==> src/rtl/pipeline_debug_unit.sv <==
// pipeline_debug_unit: host-facing debug controller for the MIPS pipeline.
// Decodes single-byte UART commands to run, single-step or pause the
// pipeline through a registered clock-enable, then captures the probe bus
// into a snapshot and streams it out byte-by-byte, word 0 first, each word
// little-endian.
//
// Transmit handshake: a byte moves only in a cycle where tx_valid and
// tx_ready are both 1. tx_valid is a function of the state alone (never of
// tx_ready); once raised it stays high with tx_data stable until the
// transfer, and with tx_ready held high one byte moves per cycle.

module pipeline_debug_unit #(
    parameter int NUM_WORDS = 8
) (
    input  logic                   clk,
    input  logic                   reset,
    input  logic [7:0]             rx_data,
    input  logic                   rx_valid,
    input  logic [32*NUM_WORDS-1:0] probe_bus,
    input  logic                   halt_detected,
    output logic [7:0]             tx_data,
    output logic                   tx_valid,
    input  logic                   tx_ready,
    output logic                   pipe_enable,
    output logic                   busy
);

    localparam int NUM_BYTES = NUM_WORDS * 4;
    localparam int CNT_W     = $clog2(NUM_BYTES + 1);
    localparam logic [CNT_W-1:0] LAST_BYTE = CNT_W'(NUM_BYTES - 1);

    localparam logic [7:0] CMD_CONT  = 8'h63;  // 'c'
    localparam logic [7:0] CMD_STEP  = 8'h73;  // 's'
    localparam logic [7:0] CMD_DUMP  = 8'h64;  // 'd'
    localparam logic [7:0] CMD_PAUSE = 8'h70;  // 'p'

    typedef enum logic [2:0] {
        ST_IDLE  = 3'd0,
        ST_RUN   = 3'd1,
        ST_STEP  = 3'd2,
        ST_LATCH = 3'd3,
        ST_SEND  = 3'd4
    } state_t;

    state_t                  state;
    state_t                  state_next;
    logic                    pipe_enable_next;
    logic                    xfer;
    logic [32*NUM_WORDS-1:0] snapshot;
    logic [32*NUM_WORDS-1:0] snap_shifted;
    logic [CNT_W-1:0]        byte_cnt;

    // A byte leaves only on a completed valid/ready handshake.
    assign xfer = tx_valid && tx_ready;

    // Select the byte addressed by the counter; idle output reads as zero.
    assign snap_shifted = snapshot >> {byte_cnt, 3'b000};
    assign tx_valid     = (state == ST_SEND);
    assign tx_data      = tx_valid ? snap_shifted[7:0] : 8'h00;
    assign busy         = (state != ST_IDLE);

    // Next-state decode; commands are only honoured in IDLE (and 'p' in RUN),
    // everything else is silently dropped.
    always_comb begin
        state_next       = state;
        pipe_enable_next = 1'b0;
        case (state)
            ST_IDLE: begin
                if (rx_valid) begin
                    case (rx_data)
                        CMD_CONT: state_next = ST_RUN;
                        CMD_STEP: state_next = ST_STEP;
                        CMD_DUMP: state_next = ST_LATCH;
                        default:  state_next = ST_IDLE;
                    endcase
                end
            end
            ST_RUN: begin
                // A halt beats a simultaneous pause so the halt is always dumped.
                if (halt_detected) begin
                    state_next = ST_LATCH;
                end else if (rx_valid && (rx_data == CMD_PAUSE)) begin
                    state_next = ST_IDLE;
                end
            end
            ST_STEP:  state_next = ST_LATCH;
            ST_LATCH: state_next = ST_SEND;
            ST_SEND: begin
                if (xfer && (byte_cnt == LAST_BYTE)) begin
                    state_next = ST_IDLE;
                end
            end
            default:  state_next = ST_IDLE;
        endcase
        // The enable is registered, so it follows the state being entered.
        pipe_enable_next = (state_next == ST_RUN) || (state_next == ST_STEP);
    end

    // State register.
    always_ff @(posedge clk) begin
        if (reset) begin
            state <= ST_IDLE;
        end else begin
            state <= state_next;
        end
    end

    // Registered pipeline clock-enable.
    always_ff @(posedge clk) begin
        if (reset) begin
            pipe_enable <= 1'b0;
        end else begin
            pipe_enable <= pipe_enable_next;
        end
    end

    // Snapshot capture in LATCH and byte counter advance on each transfer.
    always_ff @(posedge clk) begin
        if (reset) begin
            snapshot <= '0;
            byte_cnt <= '0;
        end else if (state == ST_LATCH) begin
            snapshot <= probe_bus;
            byte_cnt <= '0;
        end else if (xfer) begin
            byte_cnt <= byte_cnt + CNT_W'(1);
        end
    end

endmodule

==> config.mk <==
export PLATFORM = sky130hd
export DESIGN_NAME = pipeline_debug_unit
export DESIGN_NICKNAME = d
export VERILOG_FILES = /design/src/rtl/pipeline_debug_unit.sv
export SDC_FILE = /design/constraint.sdc
export NUM_CORES = 1
export LEC_CHECK = 0
export CAP_MARGIN = 20
export CORE_UTILIZATION = 40
export CTS_BUF_LIST = sky130_fd_sc_hd__clkbuf_16
export CTS_CLUSTER_SIZE = 14
export DETAILED_ROUTE_END_ITERATION = 7
export HOLD_SLACK_MARGIN = 0.06
export PLACE_DENSITY = 0.67
export SETUP_SLACK_MARGIN = 0.02
export SLEW_MARGIN = 20
export SYNTH_ARGS = -nofsm -noshare
export SYNTH_HDL_FRONTEND = slang
export SYNTH_SLANG_ARGS = --single-unit
==> constraint.sdc <==
create_clock -name clk -period 2.3 [get_ports clk]
set_input_delay 0.69 -clock clk [delete_from_list [all_inputs] [get_ports clk]]
set_output_delay 0.69 -clock clk [all_outputs]
set_load 0.05 [all_outputs]
=== Word-level counts from Yosys, hierarchy flattened ===
Cells that the tools add are included.

* Reduce and logical (&&, ||, !) cells: 7
* Shift-type cells: 1
* Muxes and demuxes: 7
* Add/subtract/negate cells: 1
* Eq/ne operators: 11

{| class="wikitable"
|+ Operators by type and width
! cell !! count
|-
| $shr A256 B9 Y8 || 1
|-
| $eq A8 B7 Y1 const B || 4
|-
| $pmux W3 S5 || 1
|-
| $mux W3 || 4
|-
| $eq A3 B2 Y1 const B || 3
|-
| $mux W8 || 1
|-
| $add A6 B1 Y6 const B || 1
|-
| $eq A3 B1 Y1 const B || 2
|-
| $eq A6 B5 Y1 const B || 1
|-
| $pmux W2 S3 || 1
|-
| $eq A3 B3 Y1 const B || 1
|-
| $logic_and A1 B1 Y1 || 3
|-
| $logic_not A3 Y1 || 1
|-
| $reduce_bool A3 Y1 || 1
|-
| $reduce_or A2 Y1 || 1
|-
| $logic_or A1 B1 Y1 || 1
|}

* Register bits: 266
* Input port bits: 269
* Output and inout port bits: 11

=== Longest topological paths before layout ===
* Word-level depth: 7
* Depth in mapped cells: 9
* Depth with buffers taken out: 5

=== Worst setup path before layout ===
OpenSTA, ideal clock, no wires.

* Path type: register to output
* Start: register state[0]
* End: output tx_data[0]
* Arrival: 3.951 ns
* Cell stages (with the launch flop): 5
* Setup slack: -2.341 ns
* Path buffers: 1
* Path through: dfxtp_1 buf_2 nor3b_1 nand2b_1 a2111oi_1

* Word-level cells in the longest chain between the ends: 2

{| class="wikitable"
|+ Ends and longest elaborated chain
! element !! line !! source
|-
| from (decl) || 45 || <nowiki>state_t state;</nowiki>
|-
| from (signal assigned) || 104 || <nowiki>state <= state_next;</nowiki>
|-
| $eq A3 B3 Y1 || 58 || <nowiki>assign tx_valid = (state == ST_SEND);</nowiki>
|-
| named net tx_valid || 22 || <nowiki>output logic tx_valid,</nowiki>
|-
| $mux W8 || 59 || <nowiki>assign tx_data = tx_valid ? snap_shifted[7:0] : 8'h00;</nowiki>
|-
| to (decl) || 21 || <nowiki>output logic [7:0] tx_data,</nowiki>
|}

The timed path passes the listed nets, and every way through them passes these cells.

=== Final worst setup path ===
* Start: register byte_cnt[0]
* End: output tx_data[5]

* Word-level cells in the longest chain between the ends: 2

{| class="wikitable"
|+ Ends and longest elaborated chain
! element !! line !! source
|-
| from (decl) || 51 || <nowiki>logic [CNT_W-1:0] byte_cnt;</nowiki>
|-
| from (signal assigned) || 126 || <nowiki>byte_cnt <= byte_cnt + CNT_W'(1);</nowiki>
|-
| $shr A256 B9 Y8 || 57 || <nowiki>assign snap_shifted = snapshot >> {byte_cnt, 3'b000};</nowiki>
|-
| $mux W8 || 59 ||
|}

No other way between the ends.

==> impl_metrics.env <==
export IMPL_cts_buffers=28
export IMPL_synth_top_cell_by_area="dfxtp_1"
export IMPL_synth_top_area_share=0.469
export IMPL_drc=0
export IMPL_status="finished with violations"
export IMPL_cts_tree="done"
export IMPL_max_cap_violations=0
export IMPL_place_ws_ns=-0.546
export IMPL_dp_hpwl_um=26800
export IMPL_leakagePower_nw=5.30
export IMPL_final_core_utilization=0.590
export IMPL_synth_cell_type_count=40
export IMPL_port_buffer_count=279
export IMPL_required_ns=1.61
export IMPL_drt_vias_per_instance=5.27
export IMPL_clock_sinks=266
export IMPL_critPathMaxFanout=8
export IMPL_vdd_ir_drop_max_v=0.000473
export IMPL_fin_skew_ns=0.00898
export IMPL_slew_headroom=0.508
export IMPL_synthCells=1358
export IMPL_vias=10800
export IMPL_avgSynthCellArea_um2=8.37
export IMPL_routedWlPerCell_um=18.2
export IMPL_ios=280
export IMPL_die_y_um=171
export IMPL_fin_crit_sh=1.45
export IMPL_syn_nets=1628
export IMPL_start_kind="register"
export IMPL_die_area_um2=29100
export IMPL_gp_congestion=0.917
export IMPL_drive_gt1_frac=0.142
export IMPL_rsz0062_at_grt="yes"
export IMPL_whs_ns=0.453
export IMPL_worstMarginPinSlew_ns=0.737
export IMPL_yosys_warnings=0
export IMPL_clockBufferDepth=3
export IMPL_area_growth_pct=44.7
export IMPL_htree_levels=1
export IMPL_ys_flop_type="dfxtp_1"
export IMPL_dieWidth_um=171
export IMPL_postRouteAntennaNets=0
export IMPL_violations="negative setup slack"
export IMPL_async_flop_share=0
export IMPL_synth_seq_cells=266
export IMPL_finalHoldViolations=0
export IMPL_track_usage=0.248
export IMPL_ys_seq_area_frac=0.469
export IMPL_grt_max_degree=133
export IMPL_fmax_mhz=301
export IMPL_clk_pin_slew_ns=0.06
export IMPL_power_density_nw_per_um2=607
export IMPL_clockRootBuffer="clkbuf_16"
export IMPL_totalWireLength_um=37200
export IMPL_worst_setup_path_type="register to output port"
export IMPL_cts_hold_buf=0
export IMPL_start_util=0.408
export IMPL_end_kind="output port"
export IMPL_fin_nets=1915
export IMPL_grt_pass1_vias=10200
export IMPL_min_path_type="register to register"
export IMPL_fin_tns_setup_ns=-7.80
export IMPL_row_count=61
export IMPL_synth_edf_count=0
export IMPL_finalCriticalPeriod_ns=3.33
export IMPL_grt_pass1_wl_um=55500
export IMPL_drv_slew=0
export IMPL_synth_area_um2=11400
export IMPL_first_pass_iters=5
export IMPL_arrival_ns=2.64
export IMPL_first_iter_violations=914
export IMPL_overflow=0
export IMPL_worst_slack_ns=-1.03
export IMPL_setup_viol=8
export IMPL_clk_latency_ns=0.53
export IMPL_antenna_found_initial=1
export IMPL_synth_area_leaders="dfxtp_1 47%, nand2_1 17%, a21oi_1 12%"
export IMPL_core_area_um2=27900
-- repair_timing --
item	4_1_cts	5_1_grt
setup endpoints to repair	10	9
resized for setup	35	29
buffers inserted	7	9
cloned	2	1
pin swaps	6	15
-- power breakdown --
| part | switching [W] | leakage [nW] | total (W) | internal, W |
|---|---|---|---|---|
| sequential | 0.0000171 | 2.14 | 0.00465 | 0.00463 |
| combinational | 0.000287 | 2.68 | 0.000791 | 0.000504 |
| clock | 0.00183 | 0.472 | 0.00454 | 0.00272 |
| total | 0.00213 | 5.30 | 0.00999 | 0.00785 |
-- registers in the layout, summed over array words and instances, names as in the netlist --
register and flops:
snapshot 256, byte_cnt 6, state 3, pipe_enable 1
-- metal layers --
| metal | vias to the layer above | global-route usage | wire length [um] |
|---|---|---|---|
| met3 | 66 | 0.0308 | 2410 |
| li1 | 5178 | - | - |
| met5 | - | 0 | 0 |
| met4 | 0 | 0.0826 | 1190 |
| met2 | 416 | 0.415 | 18000 |
| met1 | 5112 | 0.330 | 15700 |
-- stage by stage --
stage	std cells	total power, W	area, um2
6_report	2045	0.00999	16400
5_1_grt	2045	0.0103	16400
4_1_cts	2036	0.0100	16200
3_5_place_dp	1976	0.00552	15000
3_3_place_gp	1976	0.00552	15000
2_1_floorplan	1358	0.00494	11500
-- cells by family (layout without fill, tap and decap cells) --
logic type	count (synthesis)	after routing	share of synthesized area
compound gates	310	310	0.149
xor+xnor	6	6	0.00463
fa+ha+maj	1	1	0.00110
buf+inv	110	418	0.0443
flops	266	266	0.469
mux	99	99	0.135
other cells	0	1	0
simple gates	566	566	0.198
-- worst max-delay path: stages (launching register included) --
cell and delay [ns]:
dfxtp_4 0.39, buf_12 0.12, buf_16 0.13, mux4_2 0.55
a2111oi_2 0.45, buf_4 0.19, a2111oi_4 0.05, buf_6 0.20
-- cell usage after synthesis (2+ instances only) --
master	count
a2111oi_1	9
a211oi_1	9
a21oi_1	265
a22o_1	2
a22oi_1	12
buf_1	7
buf_12	2
buf_2	10
buf_4	2
buf_6	5
clkbuf_1	84
dfxtp_1	266
mux2i_1	56
mux4_2	43
nand2_1	514
nand2b_1	4
nand3_1	3
nand3b_1	4
nand4_1	2
nand4b_1	2
nor2_1	19
nor2b_1	6
nor3b_1	3
o221ai_1	4
o22ai_1	6
xnor2_1	3
xor2_1	3
-- cell usage in the layout (no fill, tap or decap), drive strengths merged, types with 3 or more instances in the layout --
cell / instances
nand2: 514
clkdlybuf4s50: 267
dfxtp: 266
a21oi: 265
buf: 97
mux2i: 56
mux4: 43
clkbuf: 31
nor2: 19
clkinv: 13
a22oi: 12
a2111oi: 10
a211oi: 10
nor2b: 6
o22ai: 6
inv: 5
nand3b: 4
o221ai: 4
bufinv: 4
nand2b: 4
nor3b: 4
nand3: 3
xor2: 3
xnor2: 3
-- final cells by class --
cell class                      count  area [um2]
Fill cell                        2452       11400
Multi-Input combinational cell    982        5900
Sequential cell                   266        5330
Timing Repair Buffer              367        3800
Clock buffer                       29         726
Tap cell                          378         473
Clock inverter                     22         199
Antenna cell                        1        2.50
-- final timing paths --
kind / startpoint / endpoint / slack (ns) / cells after the start
worst max register to register: byte_cnt[4] / pipe_enable / 0.42 / 5
worst min register to register: snapshot[164] / snapshot[164] / 0.45 / 2
worst min-delay path: snapshot[164] / snapshot[164] / 0.45 / 2
worst max-delay path: byte_cnt[0] / tx_data[5] / -1.03 / 7
No activity file was read; power rests on OpenSTA's default activity.
